[src/rtl/uart8_rx_fifo.sv]
// uart8_rx_fifo: buffer stage behind the 8-bit UART receiver.
// Captures each completed byte on the rising edge of rx_done into a
// first-word-fall-through FIFO and presents it on a valid/ready stream.
// Framing errors and overruns are tracked in sticky bits and saturating
// counters.
// Optional feature macro: UART_RX_FIFO_IDLE_TIMEOUT_EN. It enables a
// one-shot idle-line pulse on rx_idle.
// Ports:
//   clk, rst_n             oversample clock, synchronous active-low reset
//   rx_data/rx_done/rx_err receiver byte, done level and error level
//   m_data/m_valid/m_ready FIFO head stream to the host
//   level/full             occupancy and full flag
//   flush/clr_status       FIFO clear and status clear
//   frame_err/overrun      sticky status bits
//   err_cnt/drop_cnt       saturating event counters
//   rx_idle                end-of-burst pulse (0 without the macro)
module uart8_rx_fifo #(
   parameter int unsigned DEPTH     = 16,
   parameter int unsigned CNT_W     = 8,
   parameter int unsigned IDLE_CLKS = 160
) (
   input  logic                     clk,
   input  logic                     rst_n,
   input  logic [7:0]               rx_data,
   input  logic                     rx_done,
   input  logic                     rx_err,
   output logic [7:0]               m_data,
   output logic                     m_valid,
   input  logic                     m_ready,
   output logic [$clog2(DEPTH):0]   level,
   output logic                     full,
   input  logic                     flush,
   input  logic                     clr_status,
   output logic                     frame_err,
   output logic                     overrun,
   output logic [CNT_W-1:0]         err_cnt,
   output logic [CNT_W-1:0]         drop_cnt,
   output logic                     rx_idle
);

   localparam int unsigned PTR_W = $clog2(DEPTH);
   localparam int unsigned LVL_W = PTR_W + 1;

   // Elaboration-time parameter sanity checks
   if ((DEPTH < 2) || ((DEPTH & (DEPTH - 1)) != 0)) begin : g_bad_depth
      $error("DEPTH must be a power of two >= 2");
   end
   if (IDLE_CLKS < 1) begin : g_bad_idle
      $error("IDLE_CLKS must be >= 1");
   end

   logic [7:0]       mem_q [DEPTH];
   logic [PTR_W-1:0] wr_ptr_q, wr_ptr_d, rd_ptr_q, rd_ptr_d;
   logic [LVL_W-1:0] level_q, level_d;
   logic             full_q, full_d, m_valid_q, m_valid_d;
   logic [7:0]       m_data_q, m_data_d;
   logic             rx_done_q, rx_err_q;
   logic             frame_err_q, frame_err_d, overrun_q, overrun_d;
   logic [CNT_W-1:0] err_cnt_q, err_cnt_d, drop_cnt_q, drop_cnt_d;
   logic             push_evt, err_evt, pop, do_push, drop;

   // Event detection, FIFO bookkeeping and status next-state
   always_comb begin
      push_evt    = rx_done & ~rx_done_q;
      err_evt     = rx_err & ~rx_err_q;
      pop         = m_valid_q & m_ready & ~flush;
      // When full, a same-cycle pop frees the slot the push lands in
      do_push     = push_evt & ~flush & (~full_q | pop);
      drop        = push_evt & ~flush & full_q & ~pop;
      wr_ptr_d    = wr_ptr_q;
      rd_ptr_d    = rd_ptr_q;
      level_d     = level_q;
      m_data_d    = m_data_q;
      frame_err_d = clr_status ? 1'b0 : frame_err_q;
      overrun_d   = clr_status ? 1'b0 : overrun_q;
      err_cnt_d   = clr_status ? '0 : err_cnt_q;
      drop_cnt_d  = clr_status ? '0 : drop_cnt_q;

      if (flush) begin
         wr_ptr_d = '0;
         rd_ptr_d = '0;
         level_d  = '0;
      end else begin
         if (do_push) wr_ptr_d = wr_ptr_q + PTR_W'(1);
         if (pop)     rd_ptr_d = rd_ptr_q + PTR_W'(1);
         level_d = level_q + LVL_W'(do_push) - LVL_W'(pop);
      end

      // Next head: bypass the incoming byte when it lands in the head slot
      if (level_d != '0) begin
         if (do_push && (wr_ptr_q == rd_ptr_d)) m_data_d = rx_data;
         else                                   m_data_d = mem_q[rd_ptr_d];
      end
      m_valid_d = (level_d != '0);
      full_d    = (level_d == LVL_W'(DEPTH));

      // Events override a coincident clear
      if (err_evt) begin
         frame_err_d = 1'b1;
         if (err_cnt_d != '1) err_cnt_d = err_cnt_d + CNT_W'(1);
      end
      if (drop) begin
         overrun_d = 1'b1;
         if (drop_cnt_d != '1) drop_cnt_d = drop_cnt_d + CNT_W'(1);
      end
   end

   // Storage array, no reset needed: reads are qualified by level
   always_ff @(posedge clk) begin
      if (do_push) mem_q[wr_ptr_q] <= rx_data;
   end

   // Control and status registers
   always_ff @(posedge clk) begin
      if (!rst_n) begin
         wr_ptr_q    <= '0;
         rd_ptr_q    <= '0;
         level_q     <= '0;
         full_q      <= 1'b0;
         m_valid_q   <= 1'b0;
         m_data_q    <= '0;
         rx_done_q   <= 1'b0;
         rx_err_q    <= 1'b0;
         frame_err_q <= 1'b0;
         overrun_q   <= 1'b0;
         err_cnt_q   <= '0;
         drop_cnt_q  <= '0;
      end else begin
         wr_ptr_q    <= wr_ptr_d;
         rd_ptr_q    <= rd_ptr_d;
         level_q     <= level_d;
         full_q      <= full_d;
         m_valid_q   <= m_valid_d;
         m_data_q    <= m_data_d;
         rx_done_q   <= rx_done;
         rx_err_q    <= rx_err;
         frame_err_q <= frame_err_d;
         overrun_q   <= overrun_d;
         err_cnt_q   <= err_cnt_d;
         drop_cnt_q  <= drop_cnt_d;
      end
   end

   assign m_data    = m_data_q;
   assign m_valid   = m_valid_q;
   assign level     = level_q;
   assign full      = full_q;
   assign frame_err = frame_err_q;
   assign overrun   = overrun_q;
   assign err_cnt   = err_cnt_q;
   assign drop_cnt  = drop_cnt_q;

`ifdef UART_RX_FIFO_IDLE_TIMEOUT_EN
   localparam int unsigned IDLE_W = $clog2(IDLE_CLKS + 1);

   logic [IDLE_W-1:0] idle_cnt_q, idle_cnt_d;
   logic              rx_idle_q, rx_idle_d;

   // Idle counter: saturates at IDLE_CLKS so each burst yields one pulse
   always_comb begin
      idle_cnt_d = idle_cnt_q;
      rx_idle_d  = 1'b0;
      if (push_evt || flush) begin
         idle_cnt_d = '0;
      end else if (idle_cnt_q != IDLE_W'(IDLE_CLKS)) begin
         idle_cnt_d = idle_cnt_q + IDLE_W'(1);
         rx_idle_d  = (idle_cnt_d == IDLE_W'(IDLE_CLKS)) && (level_d != '0);
      end
   end

   always_ff @(posedge clk) begin
      if (!rst_n) begin
         idle_cnt_q <= '0;
         rx_idle_q  <= 1'b0;
      end else begin
         idle_cnt_q <= idle_cnt_d;
         rx_idle_q  <= rx_idle_d;
      end
   end

   assign rx_idle = rx_idle_q;
`else
   assign rx_idle = 1'b0;
`endif

endmodule

[config.mk]
export PLATFORM = sky130hd
export DESIGN_NAME = uart8_rx_fifo
export DESIGN_NICKNAME = d
export VERILOG_FILES = /design/src/rtl/uart8_rx_fifo.sv
export SDC_FILE = /design/constraint.sdc
export NUM_CORES = 1
export LEC_CHECK = 0
export ABC_AREA = 1
export CELL_PAD_IN_SITES_DETAIL_PLACEMENT = 0
export CELL_PAD_IN_SITES_GLOBAL_PLACEMENT = 2
export CORE_MARGIN = 2
export CORE_UTILIZATION = 25
export CTS_BUF_LIST = sky130_fd_sc_hd__clkbuf_4 sky130_fd_sc_hd__clkbuf_8 sky130_fd_sc_hd__clkbuf_16
export CTS_CLUSTER_DIAMETER = 100
export DETAILED_ROUTE_END_ITERATION = 12
export PLACE_DENSITY_LB_ADDON = 0.15
export SKIP_LAST_GASP = 1
export SLEW_MARGIN = 20
export SYNTH_ARGS = -nofsm -noshare
export SYNTH_HDL_FRONTEND = slang
export SYNTH_SLANG_ARGS = --single-unit
[constraint.sdc]
create_clock -name clk -period 3.87 [get_ports clk]
set_clock_uncertainty 0.2 [all_clocks]
set_input_delay 0.774 -clock clk [delete_from_list [all_inputs] [get_ports clk]]
set_output_delay 0.774 -clock clk [all_outputs]
set_load 0.03 [all_outputs]
# --- Word level (Yosys, flattened, before mapping) ---
# Memories as Yosys holds them, arrays and structs flattened. A register that Yosys moved wholly into a read port is not among the register bits.
# Index checks and enable logic that the tools add are counted.
word_totals:
  elab_cells: 55
  in_bits: 15
  reg_bits: 35
  ram_bits: 128
  memories: 1
  out_inout_bits: 34
mem_list:
  columns: ["name", "depth", "width", "read_ports", "rd_clocked_by_memory_dff", "wr", "line", "source"]
  rows:
  - ["mem_q", 16, 8, 1, 1, 1, "52", "logic [7:0] mem_q [DEPTH];"]
op_classes:
  eq_ne: 3
  n_addsub: 6
  mux: 14
  bitwise_logic: 15
  n_reduce_logical: 5
op_table:
  columns: ["operator", "count"]
  rows:
  - ["8-bit 2-to-1 mux", 6]
  - ["8-bit by 1-bit adder with 8-bit output, second input constant", 2]
  - ["8-bit != test, second input constant", 2]
  - ["4-bit by 1-bit adder with 4-bit output, second input constant", 2]
  - ["1-bit bitwise AND", 8]
  - ["4-bit 2-to-1 mux", 2]
  - ["1-bit NOT", 6]
  - ["5-bit by 1-bit adder with 5-bit output", 1]
  - ["5-bit equality test, second input constant", 1]
  - ["1-bit 2-to-1 mux", 5]
  - ["5-bit 2-to-1 mux", 1]
  - ["5-bit nonzero test", 1]
  - ["5-bit by 1-bit subtractor with 5-bit output", 1]
  - ["2-bit nonzero test", 2]
  - ["2-bit OR reduction", 1]
  - ["1-bit zero test", 1]
  - ["1-bit bitwise OR", 1]

# --- Depth between registers and ports, before layout ---
logic_depth:
  depth_word: 8
  ltp_mapped: 19
  depth_no_buf: 19

# --- Worst setup path after synthesis ---
# Ideal clock, no wire load.
synth_path:
  path_kind: "input port to flip-flop"
  start: "in flush"
  end: "reg m_data_q[0] (netlist: m_data[0]), read port of mem_q"
  setup_slack_ps: 508
  stages: 17
  arrival_ps: 3102
  setup_ps: 59
  n_path_buf: 0
  t_required_ps: 3611
  cell_sequence: "inv_4 > nand3_4 > a21oi_4 > inv_1 > ha_1 > inv_1 > ha_1 > inv_1 > fa_1 > inv_1 > nand3_1 > a21oi_1 > nand3b_1 > nand3_1 > nor2_1 > nand2_1 > nand2_1"
synth_between:
  elab_chain_len: 8
  elab_cells_between_ends: 11
  cone_classes: "add/sub (2); mux (3); bitwise (5); reduce/logical (1)"
synth_rtl:
  columns: ["element", "line", "source"]
  rows:
  - ["start: declaration", "32", "input logic flush,"]
  - ["1-bit NOT", "66, 68", null]
  - ["1-bit bitwise AND", "66", "pop = m_valid_q & m_ready & ~flush;"]
  - ["1-bit bitwise OR", "68", "do_push = push_evt & ~flush & (~full_q | pop);"]
  - ["1-bit bitwise AND", "68", null]
  - ["5-bit by 1-bit adder with 5-bit output", "86", "level_d = level_q + LVL_W'(do_push) - LVL_W'(pop);"]
  - ["5-bit by 1-bit subtractor with 5-bit output", "86", null]
  - ["5-bit 2-to-1 mux", "79", "if (flush) begin"]
  - ["5-bit nonzero test", "90", "if (level_d != '0) begin"]
  - ["end: declaration", "56", "logic [7:0] m_data_q, m_data_d;"]
# Parallel ways exist; a longest one is shown, timed or not.
# A chain may end at the register's enable or synchronous reset.

# --- Worst setup path after layout ---
layout_path:
  start: "in flush"
  end: "reg m_data_q[4] (netlist: m_data[4]), read port of mem_q"
# Same word-level chain as after synthesis.

==> flow_metrics.py <==
metrics = {
    "die": {
        "fp.dieArea_mm2": 0.0337,
        "die_w_um": 184,
        "die_y_um": 184,
        "ioPinCount": 49,
        "initial_core_util_pct": 25.5,
        "fp.coreArea_mm2": 0.0316,
        "row_count": 65,
    },
    "yosys": {
        "synth_area_mm2": 0.00806,
        "yosys_register_bits": 171,
        "yosys.area.top_type": "edfxtp_1",
        "ys_seq_area_share_pct": 58.4,
        "ys_warn_count": 0,
        "yosysTopAreaCellShare_pct": 47.7,
        "syn_inst": 851,
        "synth_nets": 879,
        "synth_cell_type_count": 39,
        "ys_top_cells_by_area": "edfxtp_1 48%, dfxtp_1 11%, nand3_1 10%",
        "syn_avg_cell_area_um2": 9.47,
    },
    "sta": {
        "period_minus_slack_ns": 3.43,
        "setup_tns_ns": 0,
        "timing.fmax_mhz": 292,
        "final.period_utilization_pct": 88.6,
        "holdWs_ns": 0.261,
        "hold_viol_final": 0,
        "rsz0062_at_grt": "no",
        "worst_pin_slew_ns": 0.761,
        "slew_headroom_pct": 49.1,
        "setup-violations-final": 0,
        "slew_violations": 0,
    },
    "clocking": {
        "cts_buffer_depth": 2,
        "cts_setup_buffers": 0,
        "holdBufCountCts": 0,
        "cts-root-buf": "clkbuf_16",
        "clk_latency_ns": 0.43,
        "cts.sinks": 171,
        "cts_tree": "yes",
        "numCtsBuffers": 17,
        "clkTransAtPathRegs_ns": 0.07,
        "cts_resized": 0,
        "h-tree-depth": 4,
    },
    "global_route": {
        "grt_pass1_wl_um": 36000,
        "grt_antenna_before_repair": 0,
        "grt_pass1_vias": 5884,
        "grt_usage_pct": 14.5,
        "grt_max_degree": 61,
        "grt_remaining_overflow": 0,
    },
    "placed_design": {
        "place_hpwl_um": 14900,
        "place.gp.congestion": 0.746,
        "portBuffers": 47,
    },
    "routing": {
        "ant_nets": 0,
        "via_count": 5802,
        "wl_per_cell_um": 17.3,
        "drt-pass1-iter-count": 4,
        "routed_via_density": 4.35,
        "route.detailed.drc": 0,
        "wl_um": 23100,
        "drt_iter0_markers": 313,
    },
    "cells_and_area": {
        "diodes": 0,
        "drive_gt1_share_pct": 9.44,
        "syn2layout_area_growth_pct": 19.9,
        "layout_commonest_cell": "nand3_1",
        "nFillCells": 3291,
        "final_cell_mix": "169 x nand3_1, 148 x inv_1, 136 x nand2_1",
        "finalNetCount": 947,
    },
    "critical_path": {
        "crit_path_start_kind": "input pin",
        "crit_path_max_fanout": 9,
        "crit_chain": "clkdlybuf4s50_1, nor2_1, nand2_1, a21oi_4, inv_1, ha_1, inv_1, ha_1, inv_1, fa_1, inv_1, nand3_1, a21oi_1, nand3b_1, nand3_1, nand2_2, nor2_1, nand2_1, nand2_1",
        "endpoint_kind": "flop",
        "r2r.worst_path.cells": 17,
        "timing.rr.end": "m_data[4]",
        "cp_common_cell": "inv_1",
        "r2r_slack_ns": 0.90,
        "max_stage_delay_ns": 0.48,
        "cp.arrival_ns": 3.55,
        "startpoint": "flush",
        "critical-path-slowest-cell": "clkdlybuf4s50_1",
        "cp.required_ns": 3.99,
        "timing_worst_setup_path_type": "input pin to flop",
        "crit_buf_inv": 5,
        "cp_top_family": "simple AND/OR/NAND/NOR gates",
        "r2r-start": "m_valid",
    },
    "min_path": {
        "hold_depth": 2,
        "hold_path_end": "m_data[7]",
        "worstHoldPathType": "flop to flop",
        "worstHoldStart": "m_data[7]",
    },
    "pwr": {
        "p_comb_share_pct": 10.4,
        "p_sw_share_pct": 26.3,
        "pwr-share-clk_pct": 40.5,
        "p_int_uw": 3050,
        "p_leak_uw": 0.00390,
        "ir_drop_v": 0.000246,
        "pwr_density_cell_mw_per_mm2": 428,
        "power_switching_uw": 1090,
        "pwr-share-seq_pct": 49.1,
    },
    "run": {
        "maxCapViolations": 0,
    },
    "outcome": {
        "outcome": "finished, final reports clean",
    },
}
-- power groups by stage --
stage	registers (uW)	logic, uW	clock network (uW)
4_1_cts	2030	441	1740
3_3_place_gp	2080	440	0
2_1_floorplan	2120	204	0
6_report	2030	431	1670
5_1_grt	2040	477	1820
3_5_place_dp	2070	438	0
-- cells in the mapped netlist, drive strengths merged --
library cell	number
ha	12
or2	2
nor2	73
nor3b	2
a31o	1
and3	1
edfxtp	128
dfxtp	43
a21oi	19
nand3b	33
clkbuf	2
a22oi	1
fa	1
o21bai	1
nor4	1
nor3	6
o31ai	1
conb	1
nand4	4
inv	150
a31oi	1
o21ai	15
buf	33
nand2	142
xor2	4
a311oi	1
nand3	172
clkinv	1
-- worst register-to-register path, stage by stage, from the launching register on --
cell and delay (ns):
dfxtp_1 0.49, nand3_4 0.12, a21oi_4 0.13, inv_1 0.07, ha_1 0.29, inv_1 0.05
ha_1 0.15, inv_1 0.05, fa_1 0.35, inv_1 0.09, nand3_1 0.10, a21oi_1 0.15
nand3b_1 0.13, nand3_1 0.11, nand2_2 0.20, nor2_1 0.08, nand2_1 0.07, nand2_1 0.05
-- state kept, by name (all words and copies together), names as in the netlist --
name,count
mem_q,128
m_data,8
frame_err,1
level,5
rd_ptr_q,4
m_valid,1
rx_err_q,1
full,1
wr_ptr_q,4
err_cnt,8
overrun,1
drop_cnt,8
rx_done_q,1
-- layout make-up --
class | instances | area [um^2] | area share [%]
clock buffers | 17 | 425 | 4.40
flip-flops and latches | 171 | 4700 | 48.7
well taps | 402 | 503 | 5.21
repair buffers | 84 | 798 | 8.26
clock inverters | 15 | 138 | 1.42
inverters | 151 | 572 | 5.92
multi-input cells | 494 | 2520 | 26.1
-- per-layer routing --
layer,GRT usage (%),vias to the layer above,part of all wire (%)
met5,0,-,0
met4,4.22,0,1.2
met3,2.71,18,3.3
met2,23.2,95,46
met1,20.0,2749,49
li1,-,2940,-
-- metrics by stage --
stage / power, uW / instance area [um^2] / cells / utilization [%] / worst slack [ns]
floorplan: 2330 / 8060 / 851 / - / 0.508
global placement: 2520 / 9100 / 1302 / 28.8 / 0.0162
detailed placement: 2510 / 9100 / 1302 / 28.8 / -0.00408
CTS: 4210 / 9660 / 1334 / 30.5 / 0.450
global route: 4330 / 9660 / 1334 / 30.5 / 0.140
finish: 4140 / 9660 / 1334 / 30.5 / 0.442
-- worst max-delay path by stage --
| stage | cells after the start | to | slack (ns) |
|---|---|---|---|
| floorplan | 17 | m_data[0] | 0.51 |
| global placement | 19 | m_data[2] | 0.02 |
| detailed placement | 19 | m_data[4] | -0.004 |
| CTS | 19 | m_data[4] | 0.45 |
| global route | 19 | m_data[7] | 0.14 |
| finish | 19 | m_data[4] | 0.44 |
-- cells by family after synthesis --
group	Yosys count	share of synthesized area (%)
flops	171	58.4
xor+xnor	4	0.435
buf+inv	186	10.3
fa+ha+maj	13	2.11
compound gates	40	2.92
simple gates	436	25.8
other cells	1	0.0465
Note: power is estimated with default switching activity, not from simulation.
